`config.mk`:
```
export PLATFORM = sky130hd
export DESIGN_NAME = chroma_mask
export DESIGN_NICKNAME = d
export VERILOG_FILES = /design/src/rtl/chroma_mask.sv
export SDC_FILE = /design/constraint.sdc
export NUM_CORES = 1
export LEC_CHECK = 0
export CAP_MARGIN = 15
export CORE_MARGIN = 5
export CORE_UTILIZATION = 50
export CTS_BUF_LIST = sky130_fd_sc_hd__clkbuf_16
export DETAILED_ROUTE_END_ITERATION = 7
export GPL_TIMING_DRIVEN = 0
export HOLD_SLACK_MARGIN = 0.08
export PLACE_DENSITY = 0.71
export SLEW_MARGIN = 15
export SYNTH_ARGS = -nofsm -noshare
export SYNTH_HDL_FRONTEND = slang
export SYNTH_SLANG_ARGS = --single-unit
```
`constraint.sdc`:
```
create_clock -name CLOCK_50 -period 4.5 [get_ports CLOCK_50]
set_input_delay 0.9 -clock CLOCK_50 [delete_from_list [all_inputs] [get_ports CLOCK_50]]
set_output_delay 0.9 -clock CLOCK_50 [all_outputs]
set_load 0.05 [all_outputs]
```
`src/rtl/chroma_mask.sv`:
```
// rtl/chroma_mask.sv - RGB to Cb/Cr chroma-key mask stage with per-frame match counter
//
// Optional feature macro: OVERLAY_EN (matching pixels output as R=0,G=255,B=0).
//
// Ports:
//   CLOCK_50                 pixel clock
//   reset                    asynchronous active-low reset
//   in_valid/in_sof/in_eof   input pixel qualifier and frame markers
//   in_r/in_g/in_b           input pixel
//   crt/cbt                  Cr/Cb thresholds, sampled on the first pixel of a frame
//   out_valid/out_sof/out_eof  qualifier and markers delayed by LAT cycles
//   out_r/out_g/out_b        output pixel
//   out_mask                 pixel satisfied Cr >= crt and Cb <= cbt
//   frame_matches            match count of the last completed frame
//   frame_done               one-cycle pulse when frame_matches updates
module chroma_mask #(
  parameter int CNT_W = 20,
  parameter int LAT   = 3
) (
  input  logic             CLOCK_50,
  input  logic             reset,
  input  logic             in_valid,
  input  logic             in_sof,
  input  logic             in_eof,
  input  logic [7:0]       in_r,
  input  logic [7:0]       in_g,
  input  logic [7:0]       in_b,
  input  logic [7:0]       crt,
  input  logic [7:0]       cbt,
  output logic             out_valid,
  output logic             out_sof,
  output logic             out_eof,
  output logic [7:0]       out_r,
  output logic [7:0]       out_g,
  output logic [7:0]       out_b,
  output logic             out_mask,
  output logic [CNT_W-1:0] frame_matches,
  output logic             frame_done
);

  if (LAT != 3) begin : g_lat_check
    $error("chroma_mask supports LAT=3 only");
  end

  localparam logic [CNT_W-1:0] CNT_MAX = {CNT_W{1'b1}};

  // Thresholds in force for the current frame.
  logic [7:0] crt_l, cbt_l;
  // Thresholds that apply to the incoming pixel: a sof pixel uses the new values.
  logic [7:0] crt_eff, cbt_eff;

  // Operands are zero-extended to 17 bits; partial sums never go negative,
  // so the unsigned arithmetic never wraps.
  logic [16:0] cb_sum, cr_sum;

  // Stage 1
  logic        v1, sof1, eof1;
  logic [7:0]  r1, g1, b1, crt1, cbt1;
  logic [16:0] cb_s1, cr_s1;
  // Stage 2
  logic        v2, sof2, eof2;
  logic [7:0]  r2, g2, b2, crt2, cbt2, cb2, cr2;

  logic                match;
  logic [CNT_W-1:0]    cnt, cnt_next;
  logic                in_frame;
  logic                unused_bits;

  assign crt_eff = (in_valid && in_sof) ? crt : crt_l;
  assign cbt_eff = (in_valid && in_sof) ? cbt : cbt_l;

  assign cb_sum = 17'd32768 + {2'b00, in_b, 7'b0} - 17'd43 * {9'b0, in_r} - 17'd85 * {9'b0, in_g};
  assign cr_sum = 17'd32768 + {2'b00, in_r, 7'b0} - 17'd107 * {9'b0, in_g} - 17'd21 * {9'b0, in_b};

  assign unused_bits = ^{cb_s1[16], cb_s1[7:0], cr_s1[16], cr_s1[7:0]};

  assign match = v2 && (cr2 >= crt2) && (cb2 <= cbt2);

  always_ff @(posedge CLOCK_50 or negedge reset) begin
    if (!reset) begin
      crt_l <= 8'd150;
      cbt_l <= 8'd150;
    end else if (in_valid && in_sof) begin
      crt_l <= crt;
      cbt_l <= cbt;
    end
  end

  always_ff @(posedge CLOCK_50 or negedge reset) begin
    if (!reset) begin
      v1 <= 1'b0; sof1 <= 1'b0; eof1 <= 1'b0;
      r1 <= '0; g1 <= '0; b1 <= '0; crt1 <= '0; cbt1 <= '0;
      cb_s1 <= '0; cr_s1 <= '0;
      v2 <= 1'b0; sof2 <= 1'b0; eof2 <= 1'b0;
      r2 <= '0; g2 <= '0; b2 <= '0; crt2 <= '0; cbt2 <= '0;
      cb2 <= '0; cr2 <= '0;
      out_valid <= 1'b0; out_sof <= 1'b0; out_eof <= 1'b0;
      out_r <= '0; out_g <= '0; out_b <= '0; out_mask <= 1'b0;
    end else begin
      v1    <= in_valid;
      sof1  <= in_valid && in_sof;
      eof1  <= in_valid && in_eof;
      r1    <= in_r;
      g1    <= in_g;
      b1    <= in_b;
      crt1  <= crt_eff;
      cbt1  <= cbt_eff;
      cb_s1 <= cb_sum;
      cr_s1 <= cr_sum;

      v2    <= v1;
      sof2  <= sof1;
      eof2  <= eof1;
      r2    <= r1;
      g2    <= g1;
      b2    <= b1;
      crt2  <= crt1;
      cbt2  <= cbt1;
      cb2   <= cb_s1[15:8];
      cr2   <= cr_s1[15:8];

      out_valid <= v2;
      out_sof   <= sof2;
      out_eof   <= eof2;
      out_mask  <= match;
`ifdef OVERLAY_EN
      if (match) begin
        out_r <= 8'd0;
        out_g <= 8'd255;
        out_b <= 8'd0;
      end else begin
        out_r <= r2;
        out_g <= g2;
        out_b <= b2;
      end
`else
      out_r <= r2;
      out_g <= g2;
      out_b <= b2;
`endif
    end
  end

  // in_frame starts set so an eof with no prior sof reports the count since reset.
  always_comb begin
    cnt_next = cnt;
    if (out_valid && out_sof) begin
      cnt_next = {{(CNT_W-1){1'b0}}, out_mask};
    end else if (out_valid && out_mask && in_frame && (cnt != CNT_MAX)) begin
      cnt_next = cnt + CNT_W'(1);
    end
  end

  always_ff @(posedge CLOCK_50 or negedge reset) begin
    if (!reset) begin
      cnt           <= '0;
      in_frame      <= 1'b1;
      frame_matches <= '0;
      frame_done    <= 1'b0;
    end else begin
      cnt        <= cnt_next;
      frame_done <= out_valid && out_eof;
      if (out_valid && out_eof) begin
        frame_matches <= cnt_next;
        in_frame      <= 1'b0;
      end else if (out_valid && out_sof) begin
        in_frame      <= 1'b1;
      end
    end
  end

endmodule

```
==> flow_metrics.tcl, run 1 <==
set metrics [dict create \
    violations "negative setup slack" \
    clock-sinks 196 \
    hp-class "register to register" \
    setup_viol 7 \
    min_period_ps 5000 \
    setup_ws_ps -503 \
    drt_iter0_drc 236 \
    yosys-top-cells-area "dfrtp_1 43%, fa_1 16%, ha_1 15%" \
    final_common_cell "inv_1" \
    vias 6507 \
    ys.flop_type "dfrtp_1" \
    grt.total_usage_pct 17.7 \
    clock.fmax_ghz 0.200 \
    arrival_ps 5310 \
    r2r_cells 7 \
    die_h_um 158 \
    drc_errors 0 \
    async_flop_share_pct 100 \
    wirelength_mm 21.0 \
    finClkSkew_ps 10.5 \
    synth-edff-count 0 \
    syn-cell-area_um2 10900 \
    cts_hold_buffers 0 \
    hold_ws_ps 344 \
    grt_overflow_total 0 \
    startpoint_type "input port" \
    layout_common_cells "193 x inv_1, 187 x dfrtp_1, 99 x ha_1" \
    rsz0062_at_grt "true" \
    cts.clk_slew.worst_paths_ps 70 \
    vdd_drop_max_uv 1060 \
    wl_per_cell_um 16.0 \
    setup.worst_path.start "in_r[1]" \
    grt_start_max_net_pins 109 \
    first_pass_iters 4 \
    synth_nets 1152 \
    dpl.hpwl_mm 15.4 \
    synthCells 890 \
    cts_max_level 4 \
    synth_seq_cells 196 \
    start_util_pct 50.4 \
    port_buffers 93 \
    area_growth_pct 24.6 \
    hold_viol_final 0 \
    row_count 54 \
    max_cap_violations 0 \
    vias_per_cell 4.95 \
    cts_buffer_depth 2 \
    status "finished, violations left" \
    final.period_utilization_pct 111 \
    worstSkewPairLatency_ps 440 \
    die_w_um 158 \
    cp.required_ps 4810 \
    r2r_start "in_frame" \
    r2r_slack_ps 2420 \
    cp-endpoint "cb_s1[15]" \
    register_area_um2 4920 \
    fillerInstances 1660 \
    synth_top_area_cell "dfrtp_1" \
    ys_types 60 \
    finalMaxSlewViolations 0 \
    avgSynthCellArea_um2 12.2 \
    diodes 0 \
    dp_slack_ps -1740 \
    grt_first_pass_wirelength_mm 34.2 \
    synth_top_area_share_pct 43.0 \
    seq_area_frac_synth_pct 45.1 \
    grt_pass1_vias 6870 \
    p_leak_nw 6.52 \
    critPathMaxFanout 6 \
    yosysWarnings 0 \
    slew_headroom_pct 50.9 \
    rr_endpoint "cnt[19]" \
    tritoncts "built" \
    worst_slew_pin_slew_ps 737 \
    crit_type "input port to register" \
    grt_antenna_before_repair 0 \
    largestRegisters "cnt x20, frame_matches x20" \
    drtAntennaViolNets 0 \
    drive_above_1_share_pct 17.9 \
    nets 1283 \
    io-pin-count 94 \
    multi_input_area_um2 5740 \
    fp.dieArea_um2 24800 \
    tritoncts.num_buffers 17 \
    cp-end-kind "register" \
    gp_congestion 0.839 \
    root_buffer "clkbuf_16" \
    cellPowerDensity_nw_per_um2 692 \
    core_area_um2 21600 \
]
-- critical path: stages --
cell	delay, ps
buf_4	160
ha_4	230
xor2_2	140
ha_1	330
fa_1	520
fa_1	600
inv_1	80
fa_1	440
inv_2	80
fa_2	440
ha_4	320
nand2_4	60
or2_4	260
or3b_4	390
nand3b_1	140
a21oi_2	80
xor2_1	140
-- cell usage after synthesis, drive strengths merged (4+ instances only) --
master / instances
ha: 131
o21ai: 8
a21o: 9
nand4: 5
inv: 206
clkbuf: 6
dfrtp: 187
nor2b: 6
fa: 86
nor2: 34
and3: 10
a21oi: 10
buf: 4
nor3: 6
o21a: 4
o31ai: 19
nand2: 37
xor2: 16
nand3: 12
dfstp: 9
a211oi: 7
o21bai: 4
mux2: 19
o2111ai: 4
xnor2: 17
-- through the flow --
stage	power [mW]	utilization (%)	instances	TNS (ps)	cell area [µm²]
after floorplan	5.96	-	890	-2700	11100
after global placement	6.80	57.4	1263	-1024450	12400
after detailed placement	6.93	57.6	1264	-19970	12400
after CTS	8.77	61.1	1305	-1350	13200
after global routing	10.2	62.7	1314	-2970	13600
final	9.39	62.7	1314	-2190	13600
-- power breakdown --
group	internal, mW	total [mW]	switching [mW]
Sequential	2.08	2.16	0.0792
Combinational	2.84	5.78	2.93
Clock	0.778	1.46	0.678
-- repair_timing --
item,4_1_cts,5_1_grt
gates resized for setup,159,62
pin swaps,28,38
setup buffers,9,10
setup endpoints to repair,16,13
-- worst min-delay path by stage --
stage                from  depth (start not counted)  endpoint  slack [ps]
finish              b2[0]                          0  out_b[0]         340
global route        b1[1]                          0     b2[1]         350
CTS                 b1[1]                          0     b2[1]         350
detailed placement  b1[0]                          0     b2[0]         330
global placement    g1[3]                          0     g2[3]         330
floorplan           b1[0]                          0     b2[0]         330
-- cell type report --
class / count / area share [%]
clock buffer: 17 / 3.14
buffer: 10 / 0.369
tap: 280 / 2.58
multi-input combinational: 478 / 42.3
inverter: 206 / 5.72
clock inverter: 15 / 1.12
sequential: 196 / 36.2
timing repair buffer: 112 / 8.51
-- metal layers --
layer  global-route usage (%)  vias to the layer above  wire length [µm]
li1                         -                     3103                 -
met1                     24.8                     3237              9260
met2                     28.2                      127             10400
met3                     3.06                       40               817
met4                     6.06                        0               580
met5                        0                        -                 0
-- logic make-up after synthesis --
logic type	synth area share [%]
AO/OA/AOI/OAI	5.71
XOR/XNOR	2.65
adder cells (fa/ha/maj)	30.9
buffers and inverters	7.56
flip-flops	45.1
multiplexers	2.27
AND/OR/NAND/NOR	5.81
(Power assumes the default switching activity.)
==> inputs of run 2 (changes only) <==
--- a/config.mk
+++ b/config.mk
@@ -10,9 +10,9 @@
 export CORE_UTILIZATION = 50
 export CTS_BUF_LIST = sky130_fd_sc_hd__clkbuf_16
 export DETAILED_ROUTE_END_ITERATION = 7
+export DONT_BUFFER_PORTS = 1
 export GPL_TIMING_DRIVEN = 0
 export HOLD_SLACK_MARGIN = 0.08
-export PLACE_DENSITY = 0.71
 export SLEW_MARGIN = 15
 export SYNTH_ARGS = -nofsm -noshare
 export SYNTH_HDL_FRONTEND = slang
==> constraint.sdc (replaced) <==
create_clock -name CLOCK_50 -period 4.5 [get_ports CLOCK_50]
set_input_delay 0.675 -clock CLOCK_50 [delete_from_list [all_inputs] [get_ports CLOCK_50]]
set_output_delay 0.675 -clock CLOCK_50 [all_outputs]
set_load 0.05 [all_outputs]
==> flow_metrics.tcl, run 2 (synthesized netlist as in run 1, its figures left out) <==
set metrics [dict create \
    status "finished, violations left" \
    violations "negative hold slack, negative setup slack" \
    multi_input_area_um2 5340 \
    startpoint_type "input port" \
    finalMaxSlewViolations 0 \
    fillerInstances 1821 \
    diodes 0 \
    drtAntennaViolNets 0 \
    cts_buffer_depth 2 \
    setup_viol 2 \
    wirelength_mm 19.4 \
    final_common_cell "inv_1" \
    grt_overflow_total 0 \
    rsz0062_at_grt "true" \
    tritoncts.num_buffers 17 \
    drive_above_1_share_pct 11.6 \
    setup_ws_ps -31.5 \
    grt_start_max_net_pins 197 \
    slew_headroom_pct 57.3 \
    drt_iter0_drc 208 \
    cts.clk_slew.worst_paths_ps 70 \
    wl_per_cell_um 16.1 \
    start_util_pct 50.4 \
    max_cap_violations 0 \
    area_growth_pct 10.8 \
    fp.dieArea_um2 24800 \
    grt_first_pass_wirelength_mm 32.7 \
    drc_errors 0 \
    p_leak_nw 6.00 \
    register_area_um2 4920 \
    cp-end-kind "register" \
    clock.fmax_ghz 0.221 \
    largestRegisters "cnt x20, frame_matches x20" \
    vias_per_cell 4.92 \
    tritoncts "built" \
    critPathMaxFanout 6 \
    core_area_um2 21600 \
    r2r_cells 7 \
    gp_congestion 0.867 \
    hold_ws_ps -60.9 \
    setup_tns_ps -60.0 \
    vias 5934 \
    clock-sinks 196 \
    final.period_utilization_pct 101 \
    worst_slew_pin_slew_ps 640 \
    hold_viol_final 186 \
    vdd_drop_max_uv 513 \
    nets 1174 \
    io-pin-count 94 \
    arrival_ps 4840 \
    grt_antenna_before_repair 0 \
    row_count 54 \
    die_h_um 158 \
    root_buffer "clkbuf_16" \
    hp-class "input port to async pin" \
    worstSkewPairLatency_ps 430 \
    cellPowerDensity_nw_per_um2 681 \
    cp.required_ps 4810 \
    port_buffers 0 \
    finClkSkew_ps 14.9 \
    cts_max_level 4 \
    die_w_um 158 \
    grt.total_usage_pct 17.0 \
    first_pass_iters 4 \
    grt_pass1_vias 6417 \
    dpl.hpwl_mm 15.2 \
    crit_type "input port to register" \
    layout_common_cells "198 x inv_1, 187 x dfrtp_1, 121 x ha_1" \
    min_period_ps 4530 \
    post-route-util_pct 55.8 \
]
==> run 2: worst paths after layout <==
check	from	slack, ps	to
setup reg to reg	out_valid	2200	cnt[19]
hold / removal	reset	-60	cbt2[6]
min in group CLOCK_50	in_r[0]	270	r1[0]
setup / recovery	in_r[5]	-30	cb_s1[15]
max in group asynchronous	reset	4270	in_frame
hold reg to reg	b2[0]	340	out_b[0]
==> run 2: timing repair <==
item                                    CTS  global route
setup buffers                             2             1
pin swaps                                11             6
hold endpoints to repair                187           188
gates resized for setup                   6             5
endpoints found under the setup margin    2             8
==> run 2: routing by layer <==
metal | track usage (%) | vias up | share of wire [%]
met2 | 29.0 | 80 | 51
met4 | 4.51 | 0 | 1.3
met5 | 0 | - | 0
met3 | 3.94 | 17 | 3.7
li1 | - | 2868 | -
met1 | 21.9 | 2969 | 44
==> run 2: power breakdown <==
| part | total (mW) | switching [mW] | internal, mW |
|---|---|---|---|
| logic | 4.42 | 2.32 | 2.10 |
| registers | 2.25 | 0.167 | 2.08 |
| clock network | 1.56 | 0.707 | 0.848 |
| total | 8.22 | 3.19 | 5.03 |
==> run 2: cell type report <==
type | instances | share of cell area, %
tap | 280 | 2.90
timing repair buffer | 3 | 0.187
buffer | 10 | 0.415
sequential | 196 | 40.7
clock buffer | 17 | 3.52
inverter | 206 | 6.43
multi-input combinational | 478 | 44.2
clock inverter | 15 | 1.58
==> run 2: metrics by stage <==
stage,instances,total power [mW],area [µm²],setup WS (ps)
2_1_floorplan,890,5.71,11000,-402
3_3_place_gp,1170,6.47,11400,-552
3_5_place_dp,1170,6.55,11400,-587
4_1_cts,1204,8.22,12000,-35.1
5_1_grt,1205,9.01,12100,-131
6_report,1205,8.22,12100,-31.5
==> run 2: worst max-delay path, stage by stage <==
cell and delay, ps:
ha_4 240, inv_2 30, fa_1 490, inv_2 50, fa_2 560, fa_1 430
fa_1 500, inv_2 40, fa_1 490, ha_4 290, nand3_2 70, or2_4 270
or3b_4 370, nand3b_1 130, a21oi_2 70, xor2_1 130
==> inputs of run 3 (changes only) <==
--- a/config.mk
+++ b/config.mk
@@ -11,6 +11,7 @@
 export CTS_BUF_LIST = sky130_fd_sc_hd__clkbuf_16
 export DETAILED_ROUTE_END_ITERATION = 7
 export DONT_BUFFER_PORTS = 1
+export GPL_ROUTABILITY_DRIVEN = 1
 export GPL_TIMING_DRIVEN = 0
 export HOLD_SLACK_MARGIN = 0.08
 export SLEW_MARGIN = 15
==> results of run 3 <==
Final layout, timing and power as in run 2 (identical DEF).
